### config.mk
export PLATFORM = sky130hd
export DESIGN_NAME = note_lane_renderer_flat
export DESIGN_NICKNAME = d
export VERILOG_FILES = /design/src/rtl/game_pkg.sv /design/src/rtl/note_lane_renderer_if.sv /design/src/rtl/note_slot.sv /design/src/rtl/note_lane_renderer.sv /design/src/flat_wrapper.sv
export SDC_FILE = /design/constraint.sdc
export NUM_CORES = 1
export LEC_CHECK = 0
export BUFFER_PORTS_ARGS = -buffer_cell sky130_fd_sc_hd__buf_2
export CAP_MARGIN = 20
export CORE_MARGIN = 3
export CORE_UTILIZATION = 58
export CTS_CLUSTER_SIZE = 14
export DETAILED_ROUTE_END_ITERATION = 7
export GPL_TIMING_DRIVEN = 0
export PLACE_DENSITY = 0.79
export SYNTH_ARGS = -nofsm -noshare
export SYNTH_HDL_FRONTEND = slang
export SYNTH_SLANG_ARGS = --single-unit
### constraint.sdc
create_clock -name clk65 -period 2.95 [get_ports clk65]
set_input_delay 0.1475 -clock clk65 [delete_from_list [all_inputs] [get_ports clk65]]
set_output_delay 0.1475 -clock clk65 [all_outputs]
set_load 0.01 [all_outputs]
### src/rtl/game_pkg.sv
// Shared constants for the guitar-lane video path: screen geometry, pixel tag format, colours, lane table.
package game_pkg;

    localparam int unsigned SCREEN_W = 1024;
    localparam int unsigned SCREEN_H = 768;
    localparam int unsigned PIXEL_W  = 13;
    localparam int unsigned RGB_W    = 12;
    localparam int unsigned HC_W     = 11;
    localparam int unsigned VC_W     = 10;
    localparam int unsigned Y_W      = 10;
    localparam int unsigned NUM_LANES = 6;

    localparam logic [RGB_W-1:0] NOTE_RGB_DEF = 12'hF00;
    localparam logic [RGB_W-1:0] LINE_RGB_DEF = 12'h888;

    typedef struct packed {
        logic             use_px;
        logic [RGB_W-1:0] rgb;
    } pixel_t;

    // Left x of each string lane, evenly spaced from x=128 with a 96-pixel pitch.
    function automatic int unsigned lane_x(input int unsigned idx);
        return 128 + (idx % NUM_LANES) * 96;
    endfunction

endpackage

### src/rtl/note_lane_renderer_if.sv
// Raster timing, player events and tagged-pixel/judgement outputs of one string lane.
interface note_lane_renderer_if;
    import game_pkg::*;

    logic [HC_W-1:0]    hcount;
    logic [VC_W-1:0]    vcount;
    logic               vsync;
    logic               blank;
    logic               spawn;
    logic               strum;
    logic [PIXEL_W-1:0] string_pixel;
    logic               hit;
    logic               miss;
    logic               drop;

    modport master (
        output hcount, vcount, vsync, blank, spawn, strum,
        input  string_pixel, hit, miss, drop
    );

    modport slave (
        input  hcount, vcount, vsync, blank, spawn, strum,
        output string_pixel, hit, miss, drop
    );

endinterface

### src/rtl/note_slot.sv
// One falling-gem slot: active flag and top y, with load/clear/advance and per-pixel hit tests.
module note_slot
    import game_pkg::*;
#(
    parameter int unsigned LANE_X  = 128,
    parameter int unsigned LANE_W  = 64,
    parameter int unsigned NOTE_H  = 16,
    parameter int unsigned SPEED   = 4,
    parameter int unsigned HIT_Y   = 700,
    parameter int unsigned HIT_WIN = 24
) (
    input  logic            clk65,
    input  logic            rst,
    input  logic            advance,
    input  logic            clear,
    input  logic            load,
    input  logic [HC_W-1:0] hcount,
    input  logic [VC_W-1:0] vcount,
    output logic            active,
    output logic            gem_hit_c,
    output logic            in_window_c,
    output logic            offscreen_c
);

    logic [Y_W-1:0]     y_q;
    logic [HC_W-1:0]    y_ext;
    logic [HC_W-1:0]    y_adv;
    logic [HC_W-1:0]    v_ext;
    logic signed [HC_W-1:0] dy;

    assign y_ext = HC_W'(y_q);
    assign v_ext = HC_W'(vcount);
    assign y_adv = y_ext + HC_W'(SPEED);
    assign dy    = $signed(y_ext) - $signed(HC_W'(HIT_Y));

    assign offscreen_c = active && advance && (y_adv >= HC_W'(SCREEN_H));
    assign in_window_c = active && (dy >= -$signed(HC_W'(HIT_WIN)))
                                && (dy <=  $signed(HC_W'(HIT_WIN)));
    assign gem_hit_c   = active
                       && (hcount >= HC_W'(LANE_X)) && (hcount < HC_W'(LANE_X + LANE_W))
                       && (v_ext >= y_ext) && (v_ext < y_ext + HC_W'(NOTE_H));

    // Load beats clear beats advance; a strummed slot never also counts as off-screen.
    always_ff @(posedge clk65) begin
        if (rst) begin
            active <= 1'b0;
            y_q    <= '0;
        end else if (load) begin
            active <= 1'b1;
            y_q    <= '0;
        end else if (clear || offscreen_c) begin
            active <= 1'b0;
        end else if (advance && active) begin
            y_q    <= y_adv[Y_W-1:0];
        end
    end

endmodule

### src/rtl/note_lane_renderer.sv
// One guitar-string lane: gem slots, strum judgement and a 2-stage tagged-pixel pipeline.
module note_lane_renderer
    import game_pkg::*;
#(
    parameter int unsigned      LANE_X    = 128,
    parameter int unsigned      LANE_W    = 64,
    parameter int unsigned      NOTE_H    = 16,
    parameter int unsigned      MAX_NOTES = 8,
    parameter int unsigned      SPEED     = 4,
    parameter int unsigned      HIT_Y     = 700,
    parameter int unsigned      HIT_WIN   = 24,
    parameter logic [RGB_W-1:0] NOTE_RGB  = NOTE_RGB_DEF,
    parameter logic [RGB_W-1:0] LINE_RGB  = LINE_RGB_DEF
) (
    input  logic                 clk65,
    input  logic                 rst,
    note_lane_renderer_if.slave  bus
);

    logic                 vsync_q;
    logic                 adv_c;
    logic [MAX_NOTES-1:0] active;
    logic [MAX_NOTES-1:0] gem_hit;
    logic [MAX_NOTES-1:0] in_window;
    logic [MAX_NOTES-1:0] offscreen;
    logic [MAX_NOTES-1:0] load_c;
    logic [MAX_NOTES-1:0] clear_c;
    logic                 found_free_c;
    logic                 found_win_c;
    logic                 gem_q;
    logic                 line_q;
    logic                 blank_q;

    assign adv_c = bus.vsync && !vsync_q;

    for (genvar i = 0; i < int'(MAX_NOTES); i++) begin : g_slot
        note_slot #(
            .LANE_X (LANE_X),
            .LANE_W (LANE_W),
            .NOTE_H (NOTE_H),
            .SPEED  (SPEED),
            .HIT_Y  (HIT_Y),
            .HIT_WIN(HIT_WIN)
        ) u_slot (
            .clk65      (clk65),
            .rst        (rst),
            .advance    (adv_c),
            .clear      (clear_c[i]),
            .load       (load_c[i]),
            .hcount     (bus.hcount),
            .vcount     (bus.vcount),
            .active     (active[i]),
            .gem_hit_c  (gem_hit[i]),
            .in_window_c(in_window[i]),
            .offscreen_c(offscreen[i])
        );
    end

    // Lowest-index priority for both strum target and spawn slot, both judged on pre-update state.
    always_comb begin
        load_c       = '0;
        clear_c      = '0;
        found_free_c = 1'b0;
        found_win_c  = 1'b0;
        for (int i = 0; i < int'(MAX_NOTES); i++) begin
            if (!found_win_c && in_window[i]) begin
                clear_c[i]  = bus.strum;
                found_win_c = 1'b1;
            end
            if (!found_free_c && !active[i]) begin
                load_c[i]    = bus.spawn;
                found_free_c = 1'b1;
            end
        end
    end

    always_ff @(posedge clk65) begin
        if (rst) begin
            vsync_q          <= 1'b0;
            bus.hit          <= 1'b0;
            bus.miss         <= 1'b0;
            bus.drop         <= 1'b0;
            gem_q            <= 1'b0;
            line_q           <= 1'b0;
            blank_q          <= 1'b0;
            bus.string_pixel <= '0;
        end else begin
            vsync_q  <= bus.vsync;
            bus.hit  <= bus.strum && found_win_c;
            bus.miss <= (bus.strum && !found_win_c) || (|(offscreen & ~clear_c));
            bus.drop <= bus.spawn && !found_free_c;

            gem_q   <= |gem_hit;
            line_q  <= bus.hcount == HC_W'(LANE_X + LANE_W / 2);
            blank_q <= bus.blank;

            if (blank_q)     bus.string_pixel <= '0;
            else if (gem_q)  bus.string_pixel <= {1'b1, NOTE_RGB};
            else if (line_q) bus.string_pixel <= {1'b1, LINE_RGB};
            else             bus.string_pixel <= '0;
        end
    end

endmodule
### src/flat_wrapper.sv
// flat-port wrapper written by rule: the top's interface ports become plain ports
module note_lane_renderer_flat import game_pkg::*;
#(
    parameter int unsigned      LANE_X    = 128,
    parameter int unsigned      LANE_W    = 64,
    parameter int unsigned      NOTE_H    = 16,
    parameter int unsigned      MAX_NOTES = 8,
    parameter int unsigned      SPEED     = 4,
    parameter int unsigned      HIT_Y     = 700,
    parameter int unsigned      HIT_WIN   = 24,
    parameter logic [RGB_W-1:0] NOTE_RGB  = NOTE_RGB_DEF,
    parameter logic [RGB_W-1:0] LINE_RGB  = LINE_RGB_DEF
)
  (clk65, rst, bus_hcount, bus_vcount, bus_vsync, bus_blank, bus_spawn, bus_strum, bus_string_pixel, bus_hit, bus_miss, bus_drop);
  note_lane_renderer_if bus_i ();
  input  logic clk65;
  input  logic rst;
  input wire logic [$bits(bus_i.hcount)-1:0] bus_hcount;
  input wire logic [$bits(bus_i.vcount)-1:0] bus_vcount;
  input wire logic [$bits(bus_i.vsync)-1:0] bus_vsync;
  input wire logic [$bits(bus_i.blank)-1:0] bus_blank;
  input wire logic [$bits(bus_i.spawn)-1:0] bus_spawn;
  input wire logic [$bits(bus_i.strum)-1:0] bus_strum;
  output wire logic [$bits(bus_i.string_pixel)-1:0] bus_string_pixel;
  output wire logic [$bits(bus_i.hit)-1:0] bus_hit;
  output wire logic [$bits(bus_i.miss)-1:0] bus_miss;
  output wire logic [$bits(bus_i.drop)-1:0] bus_drop;
  assign bus_i.hcount = bus_hcount;
  assign bus_i.vcount = bus_vcount;
  assign bus_i.vsync = bus_vsync;
  assign bus_i.blank = bus_blank;
  assign bus_i.spawn = bus_spawn;
  assign bus_i.strum = bus_strum;
  assign bus_string_pixel = bus_i.string_pixel;
  assign bus_hit = bus_i.hit;
  assign bus_miss = bus_i.miss;
  assign bus_drop = bus_i.drop;
  note_lane_renderer #(.LANE_X(LANE_X), .LANE_W(LANE_W), .NOTE_H(NOTE_H), .MAX_NOTES(MAX_NOTES), .SPEED(SPEED), .HIT_Y(HIT_Y), .HIT_WIN(HIT_WIN), .NOTE_RGB(NOTE_RGB), .LINE_RGB(LINE_RGB)) u_core (.clk65(clk65), .rst(rst), .bus(bus_i));
endmodule
==> flow_summary_export.csv, run 1 <==
group,metric,value,unit
worst_setup_path,cp_data_arrival_time,3.24,ns
logic_synthesis,ys.flop_type,"dfxtp_1",
layout,finalInstanceArea,10310,sq um
timing,whs,0.02243,ns
logic_synthesis,ys_seq_area_frac,0.1828,
clock_tree,clkSinkCount,82,
worst_setup_path,rrSetupSlack,-0.007,ns
detailed_routing,drt_wl_total,24210,um
timing,max_clock_freq,0.3382,GHz
timing,rsz0062_at_grt,"yes",
clock_tree,cts_tree,"yes",
timing,drv_slew,0,
detailed_routing,via_count,8483,
detailed_routing,drtIter0Drc,728,
logic_synthesis,yosysTopAreaCellShare,0.1908,
die,rows,44,
grt,grt_max_degree,17,
timing,finalWorstSetupSlack,-0.006775,ns
worst_setup_path,rr_worst_depth,11,
timing,finalCritPeriodShare,1.002,
worst_hold_path,hp-start,"bus_blank",
grt,grt_first_pass_wirelength,38980,um
detailed_routing,post_drt_wl_per_cell,17.27,um
detailed_routing,drc,0,
timing,fin_skew,0.007664,ns
clock_tree,cts.htree.levels,3,
logic_synthesis,synthAdderAreaFrac,0.1908,
detailed_routing,via_per_inst,6.051,
timing,finalHoldViolations,0,
grt,antenna_found_initial,0,
worst_hold_path,hp-class,"in -> reg",
timing,setup_viol,1,
worst_setup_path,crit_type,"reg -> reg",
detailed_routing,ant_nets,0,
die,ios,43,
place,gp_congestion,0.9273,
logic_synthesis,synth_area_per_cell,7.942,sq um
logic_synthesis,synth_top_family_by_area,"simple AND/OR/NAND/NOR gates",
die,start_util,0.6043,
status,failed_checks,"negative setup slack",
layout,drive_gt1_frac,0.1732,
logic_synthesis,ys_async_sr_fraction,0,
die,die_y,130.4,um
timing,tightest_slew,0.6879,ns
timing,slew_headroom,0.5414,
grt,grt.overflow.total,0,
logic_synthesis,synth_xor_xnor_area_share,0.1063,
worst_setup_path,worst_r2r_startpoint,"u_core.g_slot[1].u_slot.y_q[4]",
detailed_routing,first_pass_iters,5,
place,dp.final_hpwl,17150,um
logic_synthesis,syn-cell-area,8982,sq um
place,port_buffers,36,
logic_synthesis,synth_most_common_cell,"ha_1",
place,dpl_cell_area,9412,sq um
layout,area_growth,14.84,%
die,core-area,14860,sq um
worst_setup_path,required,3.23,ns
status,outcome,"finished, violations left",
worst_hold_path,holdPathStages,2,
power_and_ir_drop,leakage,0.003833,uW
worst_hold_path,holdPathEnd,"u_core.blank_q",
run,maxCapViolations,0,
logic_synthesis,synthTopCellsByArea,"ha_1 19%, dfxtp_1 18%, xnor2_1 10%",
clock_tree,insertion_delay,0.36,ns
grt,grt_pass1_vias,7910,
worst_setup_path,worstPathMaxFanout,9,
worst_setup_path,r2r-end,"u_core.g_slot[4].u_slot.y_q[8]",
layout,finalNetCount,1377,
logic_synthesis,synth.distinct_cells,86,
logic_synthesis,yosysWarnings,0,
logic_synthesis,synth_edf_count,0,
logic_synthesis,yosys-top-cells-count,"137 x ha_1, 107 x nor2_1, 107 x xnor2_1, 82 x dfxtp_1, 82 x inv_1",
logic_synthesis,synth_compound_area_frac,0.2130,
logic_synthesis,ys_seq_elements,82,
clock_tree,clockRootBuffer,"clkbuf_16",
timing,period_needed,2.957,ns
logic_synthesis,synthSimpleGateAreaFrac,0.2215,
power_and_ir_drop,powerDensity,248.1,nW/um^2
clock_tree,clk_path_buf_depth,2,
grt,grt_usage,0.2839,
die,die-area,17020,sq um
layout,antennaDiodeCount,0,
place,post-place-ws,-0.5402,ns
worst_setup_path,cp-start-kind,"flip-flop",
timing,setup_tns,-0.006775,ns
clock_tree,clk_pin_slew,0.07,ns
logic_synthesis,synth_top_cell_by_area,"ha_1",
worst_setup_path,crit_path_end_kind,"flip-flop",
logic_synthesis,synthMuxAreaShare,0.006686,
clock_tree,cts_made_buffers,9,
die,die_x,130.4,um
logic_synthesis,netlist_instances,1131,
power_and_ir_drop,ir_drop,0.0002692,V
[worst max-delay path, cell delays in order (launching register included)]
cell	delay [ns]
dfxtp_1	0.43
buf_2	0.23
nand4_2	0.23
mux2i_1	0.22
a31oi_1	0.18
o32ai_4	0.43
nor4_4	0.09
buf_12	0.17
a211oi_4	0.32
nand2_2	0.11
or3_1	0.32
a21oi_1	0.13
[sequential cells by signal, indices dropped and copies added, names as in the netlist]
signal,flops
u_core.blank_q,1
u_core.bus.drop,1
u_core.line_q,1
u_core.bus.miss,1
u_core.gem_q,1
u_core.vsync_q,1
u_core.bus.string_pixel,3
u_core.g_slot.u_slot.y_q,64
u_core.bus.hit,1
u_core.g_slot.u_slot.active,8
[cell type report]
type	count	area [sq um]
Multi-Input combinational cell	905	6968
Fill cell	1226	4549
Sequential cell	82	1675
Timing Repair Buffer	70	457.9
Buffer	55	370.4
Inverter	90	340.3
Clock buffer	11	242.7
Tap cell	184	230.2
Clock inverter	5	30.03
[cells by family (layout without fill, tap and decap cells)]
group	Yosys count	after routing
AOI/OAI and AO/OA	257	258
muxes	6	6
and+or+nand+nor	389	389
adders and majority gates	137	137
DFF	82	82
xor gates and xnor gates	109	109
other	1	6
buffers and inverters	150	231
[report_power, final]
group | internal, uW | switching, uW | total, uW
Combinational | 143 | 205 | 348
Sequential | 1110 | 9.48 | 1120
Clock | 590 | 503 | 1090
Total | 1840 | 718 | 2560
[metal layers]
metal / part of all wire / GRT usage
met1: 0.45 / 0.3791
met2: 0.48 / 0.4719
met3: 0.059 / 0.05528
met4: 0.018 / 0.07502
met5: 0 / 0
[placed cells by master (no fill, tap or decap), drive strengths merged, types with 12 or more instances in the layout]
cell type	instances
a211oi	17
o21a	20
nor3	28
nand4	19
clkbuf	31
a21oi	55
nand3	51
dfxtp	82
a31oi	15
xnor2	107
o211ai	19
a21o	13
ha	137
o21ai	42
nor2	107
buf	103
nand2b	12
and3	16
inv	87
nand2	72
[worst max-delay path by stage]
stage / startpoint / to / cells past startpoint
floorplan: u_core.g_slot[0].u_slot.y_q[5] / u_core.g_slot[7].u_slot.y_q[9] / 12
global placement: u_core.g_slot[5].u_slot.y_q[2] / u_core.bus.miss / 10
detailed placement: u_core.g_slot[5].u_slot.y_q[2] / u_core.bus.miss / 10
CTS: u_core.g_slot[5].u_slot.y_q[2] / u_core.g_slot[7].u_slot.y_q[7] / 10
global route: u_core.g_slot[0].u_slot.y_q[2] / u_core.g_slot[4].u_slot.y_q[8] / 13
finish: u_core.g_slot[1].u_slot.y_q[4] / u_core.g_slot[4].u_slot.y_q[8] / 11
[metrics by stage]
stage | cells | util | total power [uW]
global placement | 1356 | 0.6332 | 1462
finish | 1402 | 0.6939 | 2559
floorplan | 1136 | - | 1353
global route | 1402 | 0.6939 | 2651
CTS | 1383 | 0.6721 | 2558
detailed placement | 1356 | 0.6332 | 1473
[repair_timing]
action                     4_1_cts  5_1_grt
pin swaps                       12       17
cloned                           1        0
resized for setup               49       44
hold buffers                     1        0
setup endpoints to repair       63       52
setup buffers                   13       21
hold endpoints to repair         1        0
Power figures use the tool's default switching activity.
==> run 2: changes to the inputs <==
RECOVER_POWER = 100   (was default)
==> run 2 against run 1 <==
Against the previous run:
- critical path depth grew 2
- design area shrank 0.12%
- total power is essentially flat
- maximum frequency grew 0.26%
- clock power is essentially flat
- global-route usage is the same
- the flow now finishes without violations
- register-to-register slack is essentially flat
- critical endpoint unchanged
- sequential share of layout area is essentially flat
- cell count is the same
- sequential power is essentially flat
==> flow_summary_export.csv, run 2 (synthesized netlist as in run 1, its figures left out) <==
group,metric,value,unit
timing,fin_skew,0.007431,ns
clock_tree,clk_pin_slew,0.07,ns
clock_tree,cts_made_buffers,9,
die,start_util,0.6043,
worst_hold_path,hp-class,"in -> reg",
worst_setup_path,required,3.23,ns
power_and_ir_drop,power_frac_seq,0.437,
power_and_ir_drop,powerDensity,248.5,nW/um^2
layout,top_regs,"u_core.g_slot.u_slot.y_q: 64 flops, u_core.g_slot.u_slot.active: 8 flops, u_core.bus.string_pixel: 3 flops",
detailed_routing,drtIter0Drc,714,
timing,finalHoldViolations,0,
clock_tree,clockRootBuffer,"clkbuf_16",
power_and_ir_drop,internal_power,1841,uW
grt,use_met2,0.4719,
layout,antennaDiodeCount,0,
place,gp_congestion,0.9273,
worst_setup_path,crit_slowest_cell,"dfxtp_4",
timing,drv_slew,0,
clock_tree,insertion_delay,0.36,ns
grt,grt.overflow.total,0,
power_and_ir_drop,combPwrFrac,0.135,
worst_setup_path,cp-start-kind,"flip-flop",
status,outcome,"finished clean",
worst_setup_path,crit_type,"reg -> reg",
clock_tree,cts.htree.levels,3,
power_and_ir_drop,power.net_switching,719.0,uW
layout,drive_gt1_frac,0.1650,
detailed_routing,post_drt_wl_per_cell,17.26,um
power_and_ir_drop,clkPwrFrac,0.428,
layout,finalNetCount,1377,
timing,setup_viol,0,
grt,antenna_found_initial,0,
grt,grt_first_pass_wirelength,38980,um
power_and_ir_drop,ir_drop,0.0002675,V
timing,whs,0.02719,ns
die,die_x,130.4,um
layout,final_cell_mix,"126 x ha_1, 104 x nor2_1, 103 x xnor2_1",
timing,tightest_slew,0.6656,ns
layout,fillers,1228,
timing,finalWorstSetupSlack,0.0009450,ns
place,port_buffers,36,
layout,largest-register,"u_core.g_slot.u_slot.y_q",
grt,busiest_layer,"met2",
die,die-area,17020,sq um
worst_setup_path,crit_path_end_kind,"flip-flop",
layout,final_core_util,0.6931,
grt,grt_usage,0.2839,
detailed_routing,via_count,8511,
layout,finalInstanceArea,10300,sq um
worst_setup_path,cp_data_arrival_time,3.23,ns
timing,rsz0062_at_grt,"yes",
worst_setup_path,slowest_delay,0.40,ns
clock_tree,cts_tree,"yes",
power_and_ir_drop,leakage,0.003791,uW
grt,grtUsageMet1,0.3791,
timing,finalCritPeriodShare,0.9997,
die,rows,44,
detailed_routing,via_per_inst,6.071,
detailed_routing,first_pass_iters,6,
die,core-area,14860,sq um
layout,area_growth,14.70,%
grt,grt_use_met3,0.05528,
die,die_y,130.4,um
grt,grt_max_degree,17,
timing,max_clock_freq,0.3391,GHz
clock_tree,clk_path_buf_depth,2,
worst_setup_path,worstPathMaxFanout,9,
worst_setup_path,crit_chain,"inv_4 -> ha_4 -> nor2b_1 -> a2111oi_2 -> o211ai_1 -> buf_4 -> o221ai_4 -> nor4_4 -> buf_12 -> a211oi_4 -> nand2_2 -> or3_1 -> a21oi_1",
run,maxCapViolations,0,
power_and_ir_drop,netSwitchingFraction,0.2808,
place,dpl_cell_area,9412,sq um
detailed_routing,drc,0,
die,ios,43,
timing,period_needed,2.949,ns
detailed_routing,ant_nets,0,
place,dp.final_hpwl,17150,um
place,post-place-ws,-0.5402,ns
grt,grt_pass1_vias,7910,
layout,largest_reg_flops,64,
layout,final_common_cell,"ha_1",
detailed_routing,drt_wl_total,24200,um
clock_tree,clkSinkCount,82,
timing,slew_headroom,0.5563,
==> run 2: cell types whose count changed in the layout (fill, tap and decap cells not counted) <==
cell / delta
buf_2: -10
buf_4: -1
clkbuf_1: +10
clkbuf_4: +1
==> run 2: layout make-up <==
class | instances | area (sq um) | area share
tap | 184 | 230.2 | 0.02235
buffer | 55 | 370.4 | 0.03595
clock buffer | 11 | 242.7 | 0.02356
clock inverter | 5 | 30.03 | 0.002915
timing repair buffer | 70 | 445.4 | 0.04324
sequential | 82 | 1675 | 0.1626
inverter | 90 | 340.3 | 0.03303
multi-input combinational | 905 | 6968 | 0.6763
==> run 2: metrics by stage <==
stage / total power [uW] / std cells / TNS (ns)
floorplan: 1353 / 1136 / 0
global placement: 1462 / 1356 / -13.60
detailed placement: 1473 / 1356 / -18.11
CTS: 2558 / 1383 / 0
global route: 2650 / 1402 / -0.9967
finish: 2560 / 1402 / 0
==> run 2: final timing paths <==
| check | from | end | slack [ns] | cells past startpoint |
|---|---|---|---|---|
| worst max-delay path | u_core.g_slot[0].u_slot.y_q[3] | u_core.g_slot[4].u_slot.y_q[8] | 0.0009 | 13 |
| worst min-delay path | bus_blank | u_core.blank_q | 0.03 | 2 |
| worst max register to register | u_core.g_slot[0].u_slot.y_q[3] | u_core.g_slot[4].u_slot.y_q[8] | 0.0009 | 13 |
| worst min register to register | u_core.gem_q | u_core.bus.string_pixel[3] | 0.49 | 1 |
==> run 2: routing by layer <==
layer  vias to the layer above  share of wire
li1                       4218              -
met1                      3985           0.45
met2                       267           0.47
met3                        41          0.059
met4                         0          0.018
met5                         -              0
==> run 2: power by group through the flow <==
stage	Clock (uW)	Combinational [uW]	Sequential, uW
after global routing	1130	397	1120
after detailed placement	0	326	1150
after floorplan	0	208	1140
after global placement	0	316	1150
final	1090	347	1120
after CTS	1100	336	1120
==> run 2: critical path, delay by kind of cell (launching register included) <==
| kind | cells | cell delay, ns |
|---|---|---|
| AOI/OAI and AO/OA | 5 | 1.19 |
| adders and majority gates | 1 | 0.21 |
| buffers and inverters | 3 | 0.41 |
| DFF | 1 | 0.40 |
| and+or+nand+nor | 4 | 0.64 |
==> run 2: repair_timing <==
item                                   CTS  global route
endpoints found under the hold margin    1             0
gates cloned                             1             0
buffers inserted                        13            21
setup endpoints to repair               63            52
pin swaps                               12            17
resized for setup                       49            44
hold buffers                             1             0
==> run 3: changes to the inputs <==
BUFFER_PORTS_ARGS = default   (was -buffer_cell sky130_fd_sc_hd__buf_2)
CORE_UTILIZATION = 60   (was 58)
DONT_BUFFER_PORTS = 1   (was default)
SYNTH_HIERARCHICAL = 1   (was default)
==> run 3 against run 2 <==
Against the previous run:
- the flow now finishes with violations (negative setup slack)
- synthesized area is 4.4% higher
- routed wire length is 11% higher
- clock skew is 0.0038 ns higher
- cell count is 3.1% higher
- hold slack worse by 0.017 ns
- clock power is 10% higher
- register-to-register slack worse by 0.13 ns
- sequential power hardly changed
- design area is 6.7% higher
- largest cell class unchanged
- maximum frequency is 4.2% lower
- global-route usage is 2.0 points higher
==> flow_summary_export.csv, run 3 <==
group,metric,value,unit
place,dp.final_hpwl,18380,um
worst_hold_path,holdPathStages,2,
power_and_ir_drop,powerDensity,238.4,nW/um^2
logic_synthesis,synthMuxAreaShare,0.01068,
die,rows,45,
logic_synthesis,syn-cell-area,9376,sq um
power_and_ir_drop,internal_power,1947,uW
clock_tree,cts_made_buffers,9,
power_and_ir_drop,ir_drop,0.0002770,V
timing,setup_tns,-0.7157,ns
worst_setup_path,rr_worst_depth,14,
worst_hold_path,hp-class,"in -> reg",
timing,setup_viol,16,
power_and_ir_drop,netSwitchingFraction,0.2569,
detailed_routing,drtIter0Drc,594,
timing,tightest_slew,0.8406,ns
logic_synthesis,synthTopCellsByArea,"ha_1 18%, dfxtp_1 18%, xnor2_1 6.2%",
timing,drv_slew,0,
timing,finalWorstSetupSlack,-0.1275,ns
logic_synthesis,ys.flop_type,"dfxtp_1",
power_and_ir_drop,combPwrFrac,0.119,
clock_tree,clkSinkCount,82,
timing,finalHoldViolations,0,
worst_hold_path,hp-start,"rst",
layout,final_common_cell,"ha_1",
clock_tree,clockRootBuffer,"clkbuf_16",
layout,final_cell_mix,"116 x ha_1, 93 x inv_1, 79 x nor2_1",
logic_synthesis,synth_edf_count,0,
place,gp_congestion,0.8964,
logic_synthesis,synth_compound_area_frac,0.2322,
logic_synthesis,synth_xor_xnor_area_share,0.06258,
layout,seq_area,1715,sq um
place,port_buffers,0,
layout,largest-register,"u_core/g_slot.u_slot/y_q",
grt,grt_first_pass_wirelength,41890,um
grt,antenna_found_initial,0,
logic_synthesis,yosysWarnings,6,
worst_setup_path,cp-start-kind,"flip-flop",
grt,grt_usage,0.3036,
clock_tree,cts_tree,"yes",
die,die_x,131.0,um
worst_hold_path,holdPathEnd,"u_core/g_slot[6].u_slot/y_q[7]",
timing,rsz0062_at_grt,"yes",
logic_synthesis,yosysTopAreaCellShare,0.1815,
worst_setup_path,cp_data_arrival_time,3.34,ns
timing,max_clock_freq,0.3249,GHz
logic_synthesis,synthAdderAreaFrac,0.1815,
run,maxCapViolations,0,
detailed_routing,via_per_inst,6.393,
logic_synthesis,synth_most_common_cell,"ha_1",
worst_setup_path,worst_r2r_startpoint,"u_core/g_slot[0].u_slot/y_q[5]",
logic_synthesis,ys_async_sr_fraction,0,
clock_tree,insertion_delay,0.35,ns
detailed_routing,via_count,9238,
worst_setup_path,r2r-end,"u_core/g_slot[4].u_slot/y_q[5]",
logic_synthesis,synth.distinct_cells,70,
detailed_routing,ant_nets,0,
power_and_ir_drop,power.net_switching,673.0,uW
layout,finalNetCount,1392,
worst_setup_path,worstPathMaxFanout,7,
detailed_routing,drc,0,
logic_synthesis,ys_seq_area_frac,0.1751,
timing,fin_skew,0.01125,ns
layout,largest_reg_flops,64,
die,die_y,131.0,um
clock_tree,cts.htree.levels,3,
die,start_util,0.6145,
status,failed_checks,"negative setup slack",
layout,fillers,1179,
detailed_routing,first_pass_iters,5,
power_and_ir_drop,clkPwrFrac,0.457,
detailed_routing,post_drt_wl_per_cell,18.60,um
logic_synthesis,netlist_instances,1177,
die,die-area,17160,sq um
logic_synthesis,synth_top_family_by_area,"simple AND/OR/NAND/NOR gates",
grt,grt_max_degree,18,
logic_synthesis,synthSimpleGateAreaFrac,0.2538,
timing,slew_headroom,0.4385,
detailed_routing,drt_wl_total,26870,um
logic_synthesis,ys_seq_elements,82,
timing,finalCritPeriodShare,1.043,
worst_setup_path,crit_path_end_kind,"flip-flop",
die,core-area,15260,sq um
worst_setup_path,crit_chain,"buf_4 -> buf_6 -> nand4_1 -> nor3_1 -> a21oi_2 -> o32ai_2 -> o2bb2ai_4 -> nor3b_4 -> buf_6 -> and3_4 -> nor2_4 -> o211ai_1 -> or3_1 -> a21oi_1",
timing,period_needed,3.077,ns
layout,antennaDiodeCount,0,
logic_synthesis,synth_area_per_cell,7.966,sq um
die,ios,43,
layout,area_growth,17.21,%
place,dpl_cell_area,9714,sq um
logic_synthesis,synth_top_cell_by_area,"ha_1",
layout,multiInputGateArea,7634,sq um
power_and_ir_drop,power_frac_seq,0.424,
power_and_ir_drop,leakage,0.003888,uW
grt,grt_pass1_vias,8492,
logic_synthesis,yosys-top-cells-count,"136 x ha_1, 94 x inv_1, 90 x nor2_1, 82 x dfxtp_1",
worst_setup_path,crit_type,"reg -> reg",
worst_setup_path,rrSetupSlack,-0.13,ns
worst_setup_path,crit_buf_inv,3,
clock_tree,clk_pin_slew,0.07,ns
worst_setup_path,slowest_delay,0.36,ns
status,outcome,"finished, violations left",
worst_setup_path,cpMostUsedCell,"buf_6",
clock_tree,clk_path_buf_depth,2,
layout,drive_gt1_frac,0.2010,
worst_setup_path,critPathTopFamily,"simple AND/OR/NAND/NOR gates",
worst_setup_path,required,3.21,ns
grt,grt.overflow.total,0,
worst_setup_path,crit_slowest_cell,"dfxtp_2",
layout,finalInstanceArea,10990,sq um
layout,top_regs,"u_core/g_slot.u_slot/y_q: 64 flops, u_core/g_slot.u_slot/active: 8 flops, u_core/bus.string_pixel: 3 flops",
[run 3: cell count changes in the layout (fill, tap and decap cells not counted), moves of 18 or more]
cell	change
clkbuf_1	-18
a21oi_1	+18
nand4_1	+20
nor2_1	-25
buf_2	-30
xnor2_1	-38
[run 3: final cells by class]
type                            instances  area share
Tap cell                              211     0.02402
Clock inverter                          5    0.004781
Clock buffer                           11     0.02300
Timing Repair Buffer                   37     0.02744
Sequential cell                        82      0.1561
Multi-Input combinational cell        953      0.6946
Buffer                                 52     0.03802
Inverter                               94     0.03210
[run 3: cells by family after synthesis]
group,after synthesis
mux,10
flops,82
buf+inv,147
simple gates,440
xor+xnor,67
other cells,1
fa+ha+maj,136
compound gates,294
[run 3: worst reg2reg max path, delay by kind of cell, from the launching register on]
kind	cells	cell delay, ns
buffers and inverters	3	0.39
and+or+nand+nor	6	1.35
DFF	1	0.36
AOI/OAI and AO/OA	5	0.90
[run 3: how the worst max path moves through the flow]
stage,slack (ns),end,cells after the start,startpoint
floorplan,0.005,u_core/g_slot[3].u_slot/y_q[9],13,u_core/g_slot[0].u_slot/y_q[4]
global placement,-0.50,u_core/g_slot[7].u_slot/y_q[9],11,u_core/g_slot[5].u_slot/y_q[2]
detailed placement,-0.56,u_core/g_slot[7].u_slot/y_q[9],11,u_core/g_slot[5].u_slot/y_q[2]
CTS,0.002,u_core/g_slot[7].u_slot/y_q[7],12,u_core/g_slot[2].u_slot/y_q[5]
global route,-0.24,u_core/g_slot[4].u_slot/y_q[5],14,u_core/g_slot[0].u_slot/y_q[5]
finish,-0.13,u_core/g_slot[4].u_slot/y_q[5],14,u_core/g_slot[0].u_slot/y_q[5]
[run 3: metal layers]
| layer | share of wire | vias to the layer above | global-route usage |
|---|---|---|---|
| li1 | - | 4473 | - |
| met1 | 0.43 | 4301 | 0.4055 |
| met2 | 0.46 | 405 | 0.4916 |
| met3 | 0.082 | 59 | 0.06057 |
| met4 | 0.027 | 0 | 0.09800 |
| met5 | 0 | - | 0 |
[run 3: power groups by stage]
stage | Clock (uW) | Combinational (uW) | Sequential [uW]
CTS | 1210 | 292 | 1120
global route | 1260 | 349 | 1110
global placement | 0 | 255 | 1150
finish | 1200 | 312 | 1110
detailed placement | 0 | 267 | 1150
floorplan | 0 | 213 | 1150
[run 3: repair_timing]
action / CTS / global route
hold buffers: 5 / 0
endpoints found under the hold margin: 12 / 0
resized for setup: 65 / 89
pin swaps: 14 / 46
endpoints found under the setup margin: 59 / 56
buffers inserted: 14 / 17
[run 3: through the flow]
step                      std cells  worst slack, ns    util  hold slack [ns]  total power [uW]
after global placement         1393          -0.5011  0.6359           0.2330              1404
after CTS                      1429         0.001715  0.6857        0.0002637              2624
after detailed placement       1394          -0.5593  0.6367           0.2312              1417
final                          1445          -0.1275  0.7203         0.009812              2620
after floorplan                1182         0.004776       -           0.2196              1360
after global routing           1445          -0.2389  0.7203         0.006746              2723
